**config.mk**
```make
export PLATFORM = sky130hd
export DESIGN_NAME = truth_table_sweep_ctrl
export DESIGN_NICKNAME = d
export VERILOG_FILES = /design/src/rtl/truth_table_sweep_ctrl.sv
export SDC_FILE = /design/constraint.sdc
export NUM_CORES = 1
export LEC_CHECK = 0
export ABC_CLOCK_PERIOD_IN_PS = 2200
export BUFFER_PORTS_ARGS = -buffer_cell sky130_fd_sc_hd__buf_2
export CAP_MARGIN = 20
export CELL_PAD_IN_SITES_DETAIL_PLACEMENT = 0
export CELL_PAD_IN_SITES_GLOBAL_PLACEMENT = 1
export CORE_ASPECT_RATIO = 2
export CORE_MARGIN = 1
export CORE_UTILIZATION = 39
export DETAILED_ROUTE_END_ITERATION = 8
export PLACE_DENSITY_LB_ADDON = 0.15
export SLEW_MARGIN = 20
export SYNTH_ARGS = -nofsm -noshare
export SYNTH_HDL_FRONTEND = slang
export SYNTH_SLANG_ARGS = --single-unit
```
**constraint.sdc**
```tcl
create_clock -name clk -period 2.2 [get_ports clk]
set_input_delay 0.44 -clock clk [delete_from_list [all_inputs] [get_ports clk]]
set_output_delay 0.44 -clock clk [all_outputs]
set_load 0.05 [all_outputs]
```
**src/rtl/truth_table_sweep_ctrl.sv**
```systemverilog
// Truth-table sweep controller: walks the 8 input rows of a 3-input gate, samples its output and compares.
// Optional SWEEP_STOP_ON_FAIL_EN: abort at the first wrong row and report it on fail_idx.
module truth_table_sweep_ctrl #(
  parameter int SETTLE_W = 8
) (
  input  logic                clk,
  input  logic                rst_n,
  input  logic                start,
  input  logic [7:0]          expected,
  input  logic [SETTLE_W-1:0] settle,
  input  logic                dut_out,
  output logic                in1,
  output logic                in2,
  output logic                in3,
  output logic                busy,
  output logic                done,
  output logic                pass,
  output logic [7:0]          observed,
  output logic [7:0]          mismatch
`ifdef SWEEP_STOP_ON_FAIL_EN
  ,
  output logic [2:0]          fail_idx
`endif
);

  // state  | meaning
  // IDLE   | waiting for start, row vector 000
  // SETTLE | row applied, counting down settle time
  // SAMPLE | capture synchronized gate output for current row
  // DONE   | one-cycle completion pulse, results valid
  typedef enum logic [1:0] {
    IDLE   = 2'd0,
    SETTLE = 2'd1,
    SAMPLE = 2'd2,
    DONE   = 2'd3
  } state_t;

  state_t              state, next_state;
  logic [2:0]          index;
  logic [SETTLE_W-1:0] count;
  logic [SETTLE_W-1:0] settle_q;
  logic [SETTLE_W-1:0] settle_eff;
  logic [7:0]          exp_q;
  logic                sync1, sync2;
  logic [7:0]          obs_next;
  logic [7:0]          row_mask;
  logic                last_row;

  // Two cycles minimum so the synchronizer has flushed the previous row.
  assign settle_eff = (settle < SETTLE_W'(2)) ? SETTLE_W'(2) : settle;

  // Rows sampled so far: bits 7 down to 7-index.
  assign row_mask = 8'hFF << (3'd7 - index);

`ifdef SWEEP_STOP_ON_FAIL_EN
  logic row_bad;
  assign row_bad  = (sync2 != exp_q[3'd7 - index]);
  assign last_row = (index == 3'd7) || row_bad;
`else
  assign last_row = (index == 3'd7);
`endif

  always_comb begin
    obs_next = observed;
    obs_next[3'd7 - index] = sync2;
  end

  always_comb begin
    next_state = state;
    case (state)
      IDLE:    if (start) next_state = SETTLE;
      SETTLE:  if (count == '0) next_state = SAMPLE;
      SAMPLE:  next_state = last_row ? DONE : SETTLE;
      DONE:    next_state = IDLE;
      default: next_state = IDLE;
    endcase
  end

  always_comb begin
    busy = (state == SETTLE) || (state == SAMPLE);
    done = (state == DONE);
    {in1, in2, in3} = busy ? index : 3'b000;
  end

  always_ff @(posedge clk) begin
    if (!rst_n) begin
      state    <= IDLE;
      index    <= 3'd0;
      count    <= '0;
      settle_q <= '0;
      exp_q    <= 8'h00;
      sync1    <= 1'b0;
      sync2    <= 1'b0;
      pass     <= 1'b0;
      observed <= 8'h00;
      mismatch <= 8'h00;
`ifdef SWEEP_STOP_ON_FAIL_EN
      fail_idx <= 3'd0;
`endif
    end else begin
      state <= next_state;
      sync1 <= dut_out;
      sync2 <= sync1;
      case (state)
        IDLE: begin
          if (start) begin
            exp_q    <= expected;
            settle_q <= settle_eff;
            count    <= settle_eff;
            index    <= 3'd0;
            observed <= 8'h00;
            pass     <= 1'b0;
            mismatch <= 8'h00;
`ifdef SWEEP_STOP_ON_FAIL_EN
            fail_idx <= 3'd0;
`endif
          end
        end
        SETTLE: begin
          if (count != '0) count <= count - SETTLE_W'(1);
        end
        SAMPLE: begin
          observed <= obs_next;
          if (last_row) begin
            mismatch <= (obs_next ^ exp_q) & row_mask;
            pass     <= (((obs_next ^ exp_q) & row_mask) == 8'h00);
`ifdef SWEEP_STOP_ON_FAIL_EN
            if (row_bad) fail_idx <= index;
`endif
          end else begin
            index <= index + 3'd1;
            count <= settle_q;
          end
        end
        default: ;
      endcase
    end
  end

endmodule

```
==> results.md <==
* Die ar. at 6885 um2
* Asr flop ratio synth at 0%
* Drt pass-1 iters at 4
* Worst r2r src: index[0]
* Crit start category: flop
* Leakage Power at 0.001330 uW
* Post-DP HPWL at 6204 um
* Synth Instances at roughly 320
* CTS Buf Count at 5
* Final min period at around 2.1 ns
* Initial drt markers at 113
* R2R Setup Slk at ~0.09 ns
* Vias in the first global route at 2494
* Critical path start-end classification: flop to output port
* Non-Filler Cell Area, Final at between 3000 and 4000 um2
* PortBufs at just over 40
* Fraction of layout cells with a size suffix above 1 at between 20% and 30%
* Vias per inst at 5.428
* Setup Viol. Count Final at 0
* Final Hold Fails at 0
* Clk buf depth at 2
* Worst r2r dst: pass
* Syn_area_per_cell at 8.069 um2
* Sequential power share at 32.0%
* Clk_skew at 0.006674 ns
* Die W at 59.18 um
* Pwr Density at between 1000 and 1500 nW/um2
* Switching part of the total power at about two fifths
* Register bit total from synthesis at 48
* Largest net degree at the start of global routing at 25
* Post-Route Setup TNS at 0 ns
* Cell Count Post-Placement at 447
* Worst Reg2Reg Path Length in Cells at 6
* # IOs at between 40 and 50
* Crit path max fanout at 5
* Routed Wire Length at 7978 um
* Status: finished clean
* Placer's final routability congestion estimate at between 0.9 and 1
* CTS tree: yes
* Routed Antenna Nets at 0
* Crit. End Element: output port
* TritonCTS Sinks at 48
* P_int at 2070 uW
* CP arrival at 1.68 ns
* Max Cap Viol at 0
* FP Rows at 41
* Fmax achieved at 472.3 MHz
* Ant. Diodes at 0
* Logic gate share of total power at 44.7%
* Area grow syn2layout at 24.93%
* Initial Utilization at 40.41%
* Slew Limit Fails at 0
* Net Switching at 1394 uW
* RSZ-0062 raised after global routing: no
* Total GRT Usage at 25.54%
* Routed via count at approximately 2.5k
* Congestion Overflow GR at 0
* YS warnings at 0
* DRC viols at 0
* Fill cells at 662
* Non-Filler Instances at 456
* Crit share post-route at 96.23%
* Tightest Pin Transition at between 0.4 and 0.5 ns
* Worst VDD drop at ~0.86 mV
* Hold path depth at 2
* Nets at 400
* Initial antenna violation count at 0
* Wirelength per Cell at between 15 and 20 um
* Core area at around 6300 um2
* EDFF count, synth at 0
* Clk_lat worst skew at 0.29 ns
* Sequential-to-total area share from yosys stat at 37.68%
* CTS root buffer: clkbuf_16
* Worst EP required at between 1.5 and 2 ns
* Worst hold path class: primary input to flop
* Synth cell types at 52
* Min-delay src: dut_out
* Max transition margin at 69.56%
* Syn Std Cell Area at 2550 um2
* Top_reg_cell synth: dfxtp_1
* Htree depth at 2
* Net Count, Synth at roughly 350
* Hold Path End: sync1
* Clock network power share at 23.3%
* CTS clk-pin slew, worst paths at about 0.060 ns
* First-pass GRT wire length at ~13000 um
* Die H at ~120 um
* Placement Cell Area at between 2000 and 3000 um2
## layer usage
metal	global-route usage, %	up-vias	routed length (um)
met4	15.24	0	378
met3	3.433	27	158
met1	24.78	1169	2856
met5	0	-	0
met2	48.86	60	4585
li1	-	1219	-
## registers in the layout, indices dropped and copies added (netlist names)
register  flops
sync1         1
observed      8
mismatch      8
count         8
sync2         1
exp_q         8
index         3
pass          1
settle_q      8
state         2
## power by group through the flow
stage,Clock (uW),Combinational [uW],Sequential [uW]
2_1_floorplan,0,1030,1100
3_3_place_gp,0,1490,1120
3_5_place_dp,0,1480,1130
4_1_cts,827,1530,1110
5_1_grt,854,1690,1120
6_report,808,1550,1110
## layout make-up
type,count,area [um2],area share [%]
multi-input combinational,237,1506,47.29
clock buffer,7,152.6,4.792
timing repair buffer,65,405.4,12.73
inverter,13,52.55,1.650
sequential,48,960.9,30.16
tap,86,107.6,3.378
## cell usage after synthesis (all sizes together) (4+ instances only)
library cell	count	area, um2
a21o	5	38.79
mux2i	6	60.06
nand2	47	176.4
o31ai	6	50.05
inv	13	48.80
nand3	9	45.04
a32oi	5	43.79
clkbuf	13	48.80
a22oi	6	45.04
buf	5	33.78
nor2	39	146.4
nor4	4	31.28
nor3	5	30.03
ha	10	125.1
a221oi	5	43.79
nor3b	4	35.03
a2bb2oi	4	35.03
a21oi	28	140.1
xor2	5	43.79
xnor2	7	61.31
dfxtp	48	960.9
o21ai	8	40.04
## per-stage QoR
stage	hold slack, ns	setup WS [ns]	util, %	total power (uW)
2_1_floorplan	0.4119	0.06732	-	2133
3_3_place_gp	0.4132	0.1457	47.43	2618
3_5_place_dp	0.4211	0.1015	47.43	2611
4_1_cts	0.3490	0.08434	50.27	3467
5_1_grt	0.3606	0.002284	50.49	3667
6_report	0.3529	0.08291	50.49	3464
## cell families after synthesis
family,synth area share (%)
multiplexers,2.355
AND/OR/NAND/NOR,24.14
AO/OA/AOI/OAI,21.64
adder cells (fa/ha/maj),4.907
XOR/XNOR,4.122
buffers and inverters,5.152
flip-flops,37.68
## placed cells by master (no fill, tap or decap), drive strengths merged, types with 6 or more instances in the layout
master  count
o31ai       6
mux2i       6
buf        65
nor2       39
ha         10
o21ai       8
nand3       9
a22oi       6
xnor2       7
a21oi      28
nand2      47
inv        12
dfxtp      48
clkbuf      7
## worst max-delay path by stage
stage / start / endpoint / slack [ns] / cells after the start
floorplan: state[0] / in1 / 0.07 / 6
global placement: index[0] / pass / 0.15 / 6
detailed placement: index[0] / pass / 0.10 / 6
CTS: index[0] / pass / 0.08 / 6
global route: index[2] / pass / 0.002 / 5
finish: state[1] / in1 / 0.08 / 5
## critical path: stages, from the launching register on
cell,delay [ns]
dfxtp_1,0.37
inv_1,0.15
ha_4,0.32
clkinvlp_4,0.20
nor2_4,0.14
buf_4,0.19
## repair_timing
| item | CTS | global route |
|---|---|---|
| setup buffers | 2 | 0 |
| endpoints found under the setup margin | 3 | 1 |
| pin swaps | 1 | 0 |
| hold buffers | 0 | 0 |
| gates resized for setup | 4 | 4 |
Power figures use the tool's default switching activity.
